$ cat src/rtl/decoder_2to4_buf.sv
// decoder_2to4_buf
// Registered 2-to-4 binary-to-one-hot decoder with a valid/ready handshake on
// both sides. A 2-entry skid buffer sits between the two sides. The head entry
// is the one-hot output register and the second entry is the skid register.
// With this structure in_ready comes only from a flop, and the block still
// sustains one code per cycle.
//
// state | meaning
// ------+----------------------------------------------------------
// EMPTY | nothing held; out_valid=0, in_ready=1
// ONE   | head (output) register holds a word; out_valid=1, in_ready=1
// TWO   | head and skid both hold words; out_valid=1, in_ready=0

module decoder_2to4_buf #(
    parameter int COUNT_W = 8
) (
    input  logic               clk,
    input  logic               rst,
    input  logic               in_valid,
    output logic               in_ready,
    input  logic               x1,
    input  logic               x2,
    output logic               out_valid,
    input  logic               out_ready,
    output logic               d0,
    output logic               d1,
    output logic               d2,
    output logic               d3,
    output logic [COUNT_W-1:0] xfer_cnt
);

    typedef enum logic [1:0] {
        EMPTY = 2'd0,
        ONE   = 2'd1,
        TWO   = 2'd2
    } state_t;

    state_t      state;
    logic [3:0]  head_q;      // one-hot {d3,d2,d1,d0}; all zero while empty
    logic [1:0]  skid_code;   // second entry, kept as a code until promoted
    logic        push;
    logic        pop;
    logic [1:0]  in_code;

    function automatic logic [3:0] decode(input logic [1:0] code);
        decode = 4'b0001 << code;
    endfunction

    assign in_code = {x1, x2};
    assign push    = in_valid & in_ready;
    assign pop     = out_valid & out_ready;

    assign {d3, d2, d1, d0} = head_q;

    // Occupancy FSM. It also updates the head/skid registers and the
    // registered handshake outputs.
    always_ff @(posedge clk) begin
        if (rst) begin
            state     <= EMPTY;
            head_q    <= 4'b0000;
            skid_code <= 2'b00;
            in_ready  <= 1'b1;
            out_valid <= 1'b0;
        end else begin
            case (state)
                EMPTY: begin
                    if (push) begin
                        head_q    <= decode(in_code);
                        state     <= ONE;
                        out_valid <= 1'b1;
                        in_ready  <= 1'b1;
                    end
                end
                ONE: begin
                    if (push && pop) begin
                        head_q <= decode(in_code);
                    end else if (push) begin
                        skid_code <= in_code;
                        state     <= TWO;
                        in_ready  <= 1'b0;
                    end else if (pop) begin
                        head_q    <= 4'b0000;
                        state     <= EMPTY;
                        out_valid <= 1'b0;
                    end
                end
                TWO: begin
                    // in_ready is low here, so only a pop can move the state
                    if (pop) begin
                        head_q   <= decode(skid_code);
                        state    <= ONE;
                        in_ready <= 1'b1;
                    end
                end
                default: begin
                    state     <= EMPTY;
                    head_q    <= 4'b0000;
                    in_ready  <= 1'b1;
                    out_valid <= 1'b0;
                end
            endcase
        end
    end

    // Delivered-word counter; it wraps silently at 2^COUNT_W.
    always_ff @(posedge clk) begin
        if (rst) begin
            xfer_cnt <= '0;
        end else if (pop) begin
            xfer_cnt <= xfer_cnt + {{(COUNT_W-1){1'b0}}, 1'b1};
        end
    end

endmodule
$ cat config.mk
export PLATFORM = sky130hd
export DESIGN_NAME = decoder_2to4_buf
export DESIGN_NICKNAME = d
export VERILOG_FILES = /design/src/rtl/decoder_2to4_buf.sv
export SDC_FILE = /design/constraint.sdc
export NUM_CORES = 1
export LEC_CHECK = 0
export CAP_MARGIN = 20
export CORE_AREA = 2 2 61 46
export CTS_BUF_LIST = sky130_fd_sc_hd__clkbuf_2
export DETAILED_ROUTE_END_ITERATION = 16
export DIE_AREA = 0 0 63 48
export SYNTH_ARGS = -nofsm -noshare
export SYNTH_HDL_FRONTEND = slang
export SYNTH_SLANG_ARGS = --single-unit
$ cat constraint.sdc
create_clock -name clk -period 1.69 [get_ports clk]
set_clock_uncertainty 0.2 [all_clocks]
set_input_delay 0.169 -clock clk [delete_from_list [all_inputs] [get_ports clk]]
set_output_delay 0.169 -clock clk [all_outputs]
set_load 0.01 [all_outputs]
Word-level counts from Yosys, hierarchy flattened
Index checks and enable logic that the tools add are counted.
{"block": "classes", "add_sub_neg": 1, "n_eq_ne": 11, "n_shift": 2, "mux": 21, "bitwise": 4, "reduce_logical": 7}
{"operator": "$mux W4", "n": 5}
{"operator": "$ne A2 B2 Y1 const B", "n": 6}
{"operator": "$pmux W4 S3", "n": 1}
{"operator": "$reduce_and A4 Y1", "n": 3}
{"operator": "$mux W2", "n": 5}
{"operator": "$ne A3 B3 Y1 const B", "n": 3}
{"operator": "$add A8 B1 Y8 const B", "n": 1}
{"operator": "$shl A1 B2 Y4 const A", "n": 2}
{"operator": "$mux W1", "n": 7}
{"operator": "$pmux W1 S3", "n": 2}
{"operator": "$pmux W2 S3", "n": 1}
{"operator": "$reduce_and A5 Y1", "n": 1}
{"operator": "$reduce_and A3 Y1", "n": 1}
{"operator": "$and A1 B1 Y1", "n": 2}
{"operator": "$eq A2 B1 Y1 const B", "n": 1}
{"operator": "$eq A2 B2 Y1 const B", "n": 1}
{"operator": "$logic_not A2 Y1", "n": 1}
{"operator": "$not A1 Y1", "n": 2}
{"operator": "$logic_and A1 B1 Y1", "n": 1}
{"block": "totals", "regBits": 18, "inputBits": 6, "output_inout_bits": 14}

Longest topological paths before layout
Gate-level depths: netlist (run 1).
{"block": "depth", "depth_word": 5, "depth_mapped": 5}

Worst setup path before layout (run 1)
No wires, ideal clock.
{"block": "synth_path", "kind": "reg2reg", "from": "register out_valid", "to": "register head_q[1]", "setup_ps": 122, "t_arrival_ps": 1031, "required_ps": 1368, "slack_ps": 337, "path_stages_with_launch": 5, "n_path_buf": 0, "synth_period_minus_slack_ps": 1353, "cell_sequence": "dfxtp_1 > nand2_2 > and3_1 > o21ai_0 > a21oi_1"}
{"block": "synth_via", "elab_chain_len": 4, "elab_cells_between_ends": 8}
{"element": "start: declaration", "line": "23", "source": "output logic out_valid,"}
{"element": "start signal: assignment", "line": "63", "source": "out_valid <= 1'b0;"}
{"element": "start signal: assignment", "line": "70", "source": "out_valid <= 1'b1;"}
{"element": "start signal: assignment", "line": "84", "source": "out_valid <= 1'b0;"}
{"element": "$and A1 B1 Y1 (*)", "line": "51", "source": "assign pop = out_valid & out_ready;"}
{"element": "$logic_and A1 B1 Y1", "line": "75", "source": "if (push && pop) begin"}
{"element": "$ne A3 B3 Y1 (no source line) / $mux W4 (equally long branches)"}
{"element": "$reduce_and A4 Y1 (no source line) / $pmux W4 S3 (equally long branches)"}
{"element": "end signal: assignment", "line": "68", "source": "head_q <= decode(in_code);"}
{"element": "end signal: assignment", "line": "76", "source": "head_q <= decode(in_code);"}
{"element": "end signal: assignment", "line": "90", "source": "head_q <= decode(skid_code);"}
{"element": "end: declaration", "line": "39", "source": "logic [3:0] head_q;"}
Mark *: on every way between the ends. The rest lies on a longest branch, timed or not.
A chain may end at the register's enable or synchronous reset.

Worst setup path after layout (run 1)
{"block": "layout_path", "from": "register out_valid", "to": "output port out_valid"}
No word-level cell between the ends.

==> results of run 1 <==
[tightest hold or removal path, delay by kind of cell, from the launching register on]
family,cells,cell delay (ps)
AOI/OAI and AO/OA,2,130
DFF,1,340
[path summary, 6_finish.rpt]
| check | slack, ps | cells after the start | startpoint | to |
|---|---|---|---|---|
| setup / recovery | 60 | 1 | out_valid | out_valid |
| hold / removal | 300 | 2 | head_q[1] | head_q[1] |
| setup reg to reg | 260 | 5 | state[1] | head_q[1] |
| hold reg to reg | 300 | 2 | head_q[1] | head_q[1] |
[metal layers]
| metal | track usage [%] | vias up |
|---|---|---|
| met5 | 0 | - |
| met4 | 2.67 | 0 |
| met3 | 5.18 | 0 |
| met2 | 20.2 | 33 |
| met1 | 21.7 | 387 |
| li1 | - | 435 |
[power groups by stage]
stage,Sequential [mW],Clock (mW),Combinational (mW)
after floorplan,0.509,0,0.153
after global placement,0.519,0,0.250
after detailed placement,0.520,0,0.250
after CTS,0.514,0.180,0.252
after global routing,0.522,0.199,0.277
final,0.515,0.172,0.253
[kinds of logic (layout without fill, tap and decap cells)]
family | Yosys count | count (layout) | share of synthesized area (%)
flops | 18 | 18 | 39.3
mux | 3 | 3 | 3.28
xor+xnor | 7 | 7 | 6.69
simple gates | 46 | 46 | 26.5
compound gates | 24 | 24 | 17.5
fa+ha+maj | 1 | 1 | 1.37
buf+inv | 7 | 31 | 5.33
[cell usage after synthesis (all sizes together), types with 3 or more instances]
cell	number
a21oi	9
dfxtp	18
o21ai	4
nor2	12
mux2i	3
nand3	7
buf	4
xor2	6
nand4	5
nand2	11
[final cells by class]
class / instances / area (um2)
sequential: 18 / 374
timing repair buffer: 26 / 243
fill: 238 / 1190
inverter: 2 / 7.51
clock buffer: 3 / 15.0
tap: 34 / 42.5
multi-input combinational: 81 / 507
[through the flow]
step,utilization [%],worst slack (ps),cell area [um2]
final,49.9,59.8,1190
after global routing,49.9,3.26,1190
after CTS,49.5,6.05,1180
after detailed placement,48.7,-54.8,1160
after global placement,48.7,-16.4,1160
after floorplan,-,337,916
[sequential cells by signal, indices dropped and copies added, names as in the netlist]
| name | flops |
|---|---|
| xfer_cnt | 8 |
| head_q | 4 |
| state | 2 |
| skid_code | 2 |
| in_ready | 1 |
| out_valid | 1 |
==> flow_summary.yaml, run 1 <==
outcome:
  status: "finished clean"
critical_path:
  cp_max_fo: 8
  arrival_ps: 1260
  crit_family: "buffers and inverters"
  cp_data_required_time_ps: 1320
  startpoint_type: "register"
  end_kind: "output port"
  slowest_delay_ps: 540
  crit_type: "register to output port"
  critical-path-slowest-cell: "clkdlybuf4s50_1"
  crit_chain: "clkdlybuf4s50_1"
  worst-path-buf-inv: 1
yosys:
  syn_area_um2: 916
  post-synth-top-area-fraction_pct: 39.3
  postSynthCellCount: 106
  synth_nets: 113
  synth_edf_count: 0
  ys_ff_latch: 18
  synth_top_area_cell: "dfxtp_1"
  netlist-cell-type-count: 37
  synthTopCellsByArea: "dfxtp_1 (39%), xor2_1 (5.7%), nor2_1 (4.9%), a21oi_1 (4.4%), nand2_1 (4.1%)"
  synth-main-ff-cell: "dfxtp_1"
  ys_warn_count: 0
  yosysSeqAreaShare_pct: 39.3
  async_reset_ff_share_pct: 0
  syn_area_per_cell_um2: 8.64
drt:
  wl_met1_um: 1100
  highest_layer: "met3"
  wire_per_inst_um: 13.0
  drc_errors: 0
  wl_met2_um: 880
  dr_wl_met3_um: 152
  viasPerCell: 5.21
  drt-total-wl_um: 2130
  drt_iter0_drc: 55
  vias: 855
  antenna_left: 0
  firstDrtPassIters: 4
placement:
  dp_cells: 161
  place_hpwl_um: 1650
  gp_congestion: 0.784
  port_buffers: 19
global_route:
  antenna_found_initial: 0
  grt_start_max_net_pins: 12
  grt_pass1_vias: 720
  grt_overflow: 0
  grt_pass1_wl_um: 3350
  grtUsageTotal_pct: 14.6
floorplan:
  core_area_um2: 2380
  rows: 15
  dieHeight_um: 48
  initial_utilization_pct: 38.4
  ioPinCount: 20
  die_x_um: 63
  die_area_um2: 3020
clock_network:
  post-cts-setup-buffers: 0
  cts_root_buf: "clkbuf_2"
  clkTransAtPathRegs_ps: 170
  numCtsBuffers: 3
  cts.path.max_buffers: 2
  clkLatencyLatePin_ps: 290
  cts_resized: 4
  clock-sinks: 18
  cts_max_level: 1
  cts_tree: "built"
  cts_hold_buf: 0
power_and_ir_drop:
  total_power_uw: 940
  p_per_area_nw_per_um2: 791
  internal-power_uw: 642
  seqPwrFrac_pct: 54.8
  p_leak_nw: 0.451
  clkPwrFrac_pct: 18.3
  ir_worst_vdd_v: 0.000302
  combPwrFrac_pct: 26.9
  power.switching_uw: 297
  swShare_pct: 31.6
sta:
  max_freq_mhz: 613
  tightest_slew_ps: 426
  slew_headroom_pct: 71.6
  rsz0062_at_grt: "no"
  period_share_pct: 96.5
  hold_viol_final: 0
  setup_tns_ps: 0
  setup_viol: 0
  hold_ws_ps: 299
  finalCriticalPeriod_ps: 1630
  finalMaxSlewViolations: 0
layout:
  drive_above_1_share_pct: 17.7
  area_growth_pct: 29.8
  stdcell_count: 164
  final_common_cell: "clkdlybuf4s50_1"
  mostFrequentLayoutCells: "clkdlybuf4s50_1 (19), nor2_1 (12), dfxtp_1 (11)"
  nets: 139
  num_antenna_cells: 0
run:
  drv_cap: 0
hold_path:
  hp-class: "register to register"
(Power assumes the default switching activity.)
==> run 2: changes to the inputs <==
--- a/config.mk
+++ b/config.mk
@@ -6,10 +6,11 @@
 export NUM_CORES = 1
 export LEC_CHECK = 0
 export CAP_MARGIN = 20
-export CORE_AREA = 2 2 61 46
+export CORE_AREA = 2 2 47 58
 export CTS_BUF_LIST = sky130_fd_sc_hd__clkbuf_2
 export DETAILED_ROUTE_END_ITERATION = 16
-export DIE_AREA = 0 0 63 48
+export DIE_AREA = 0 0 49 60
+export SKIP_CTS_REPAIR_TIMING = 1
 export SYNTH_ARGS = -nofsm -noshare
 export SYNTH_HDL_FRONTEND = slang
 export SYNTH_SLANG_ARGS = --single-unit
==> run 2 against run 1 <==
  * Die area fell by 2.8%
  * Sequential share of layout area fell by 1.5 points
  * Clock-buffer cell count stayed put
  * First-iteration DRC count fell by 49%
  * Combinational power grew 17%
  * Design area increased by 8.4%
  * Routed wire length rose by 3.7%
  * Power increased by 4.6%
  * Sequential power fell by 4%
  * Via count rose by 5.8%
  * Final cell count rose by 6.1%
  * Worst setup slack better by 21 ps
==> flow_summary.yaml, run 2 (synthesis gave the netlist of run 1 again) <==
floorplan:
  initial_utilization_pct: 37.7
  ioPinCount: 20
  core_area_um2: 2430
  die_area_um2: 2940
  die_x_um: 49
  rows: 20
  dieHeight_um: 60
critical_path:
  r2r_cells: 4
  worst-path-buf-inv: 1
  startpoint_type: "register"
  cp_max_fo: 4
  timing.rr.end: "head_q[0]"
  cp_data_required_time_ps: 1320
  crit_type: "register to output port"
  slowest_delay_ps: 530
  arrival_ps: 1240
  critical-path-slowest-cell: "clkdlybuf4s50_1"
  crit_family: "buffers and inverters"
  crit_chain: "clkdlybuf4s50_1"
  end_kind: "output port"
  rr_startpoint: "in_ready"
  r2r_setup_slack_ps: 190
placement:
  port_buffers: 19
  gp_congestion: 0.843
  postPlaceCellArea_um2: 1170
  place_hpwl_um: 1540
hold_path:
  hp-class: "register to register"
  min_to: "head_q[3]"
  min-delay-start: "head_q[3]"
  holdPathStages: 2
power_and_ir_drop:
  internal-power_uw: 665
  seqPwrFrac_pct: 50.5
  swShare_pct: 32.4
  power.switching_uw: 318
  clkPwrFrac_pct: 19.3
  ir_worst_vdd_v: 0.000608
  combPwrFrac_pct: 30.2
  p_leak_nw: 0.566
  p_per_area_nw_per_um2: 763
layout:
  final_cell_area_um2: 1290
  largest_reg_flops: 8
  top_register: "xfer_cnt"
  num_antenna_cells: 0
  seqCellArea_um2: 387
  final_common_cell: "buf_4"
  nets: 149
  mostFrequentLayoutCells: "buf_4 (17), clkdlybuf4s50_1 (15), nor2_1 (12)"
  multi_input_comb_area_um2: 507
  drive_above_1_share_pct: 24.8
  area_growth_pct: 40.7
  reg.largest.list: "xfer_cnt (8), head_q (4)"
  fill_cells: 235
drt:
  vias: 905
  viasPerCell: 5.20
  wire_per_inst_um: 12.7
  drt_iter0_drc: 28
  drt-total-wl_um: 2210
  firstDrtPassIters: 4
  drc_errors: 0
  antenna_left: 0
clock_network:
  numCtsBuffers: 3
  cts_tree: "built"
  cts_root_buf: "clkbuf_2"
  clkLatencyLatePin_ps: 320
  clock-sinks: 18
  cts_max_level: 1
  cts.path.max_buffers: 2
  clkTransAtPathRegs_ps: 180
global_route:
  grt_overflow: 0
  antenna_found_initial: 0
  grt_pass1_vias: 859
  grt_pass1_wl_um: 3570
  grt_start_max_net_pins: 12
  grtUsageTotal_pct: 16.0
outcome:
  status: "finished clean"
run:
  drv_cap: 0
sta:
  tightest_slew_ps: 427
  hold_viol_final: 0
  setup_viol: 0
  max_freq_mhz: 622
  slew_headroom_pct: 71.5
  period_share_pct: 95.2
  finalCriticalPeriod_ps: 1610
  hold_ws_ps: 292
  finalMaxSlewViolations: 0
## run 2: cell types whose count changed in the layout (fill, tap and decap cells not counted)
cell             previous run  this run
buf_4                       7        17
clkdlybuf4s50_1            19        15
dfxtp_4                     2         6
dlymetal6s2s_1              0         4
dfxtp_1                    11         9
dfxtp_2                     5         3
clkinv_1                    0         1
## run 2: per-layer routing
layer / GRT usage, % / vias up / wire, um
met5: 0 / - / 0
met4: 11.0 / 0 / 31
met3: 3.25 / 4 / 108
met2: 26.8 / 28 / 1100
met1: 18.5 / 421 / 974
li1: - / 452 / -
## run 2: worst max path at each step
| stage | startpoint | slack [ps] | depth (start not counted) | end |
|---|---|---|---|---|
| floorplan | out_valid | 340 | 4 | head_q[1] |
| global placement | out_ready | 20 | 5 | head_q[2] |
| detailed placement | out_ready | -10 | 5 | head_q[1] |
| CTS | out_valid | -120 | 1 | out_valid |
| global route | xfer_cnt[1] | -10 | 1 | xfer_cnt[1] |
| finish | xfer_cnt[1] | 80 | 1 | xfer_cnt[1] |
## run 2: stage by stage
step	power, mW	cells	TNS [ps]	util (%)	worst slack [ps]
after floorplan	0.662	106	0	-	337
after global placement	0.764	161	0	48.0	17.5
after detailed placement	0.771	161	-43.9	48.0	-14.0
after CTS	0.966	165	-396	48.8	-120
after global routing	1.06	174	-14.7	53.1	-14.7
final	0.983	174	0	53.1	81.2
## run 2: cell type report
type,count,area share (%)
multi-input cells,81,39.3
flip-flops and latches,18,30.0
clock buffers,3,1.17
inverters,2,0.583
well taps,33,3.20
repair buffers,36,25.4
clock inverters,1,0.291
## run 2: power by group through the flow
stage	combinational, mW	sequential [mW]	clock (mW)
floorplan	0.153	0.509	0
CTS	0.254	0.510	0.202
finish	0.297	0.496	0.190
global placement	0.247	0.517	0
global route	0.327	0.501	0.233
detailed placement	0.253	0.518	0
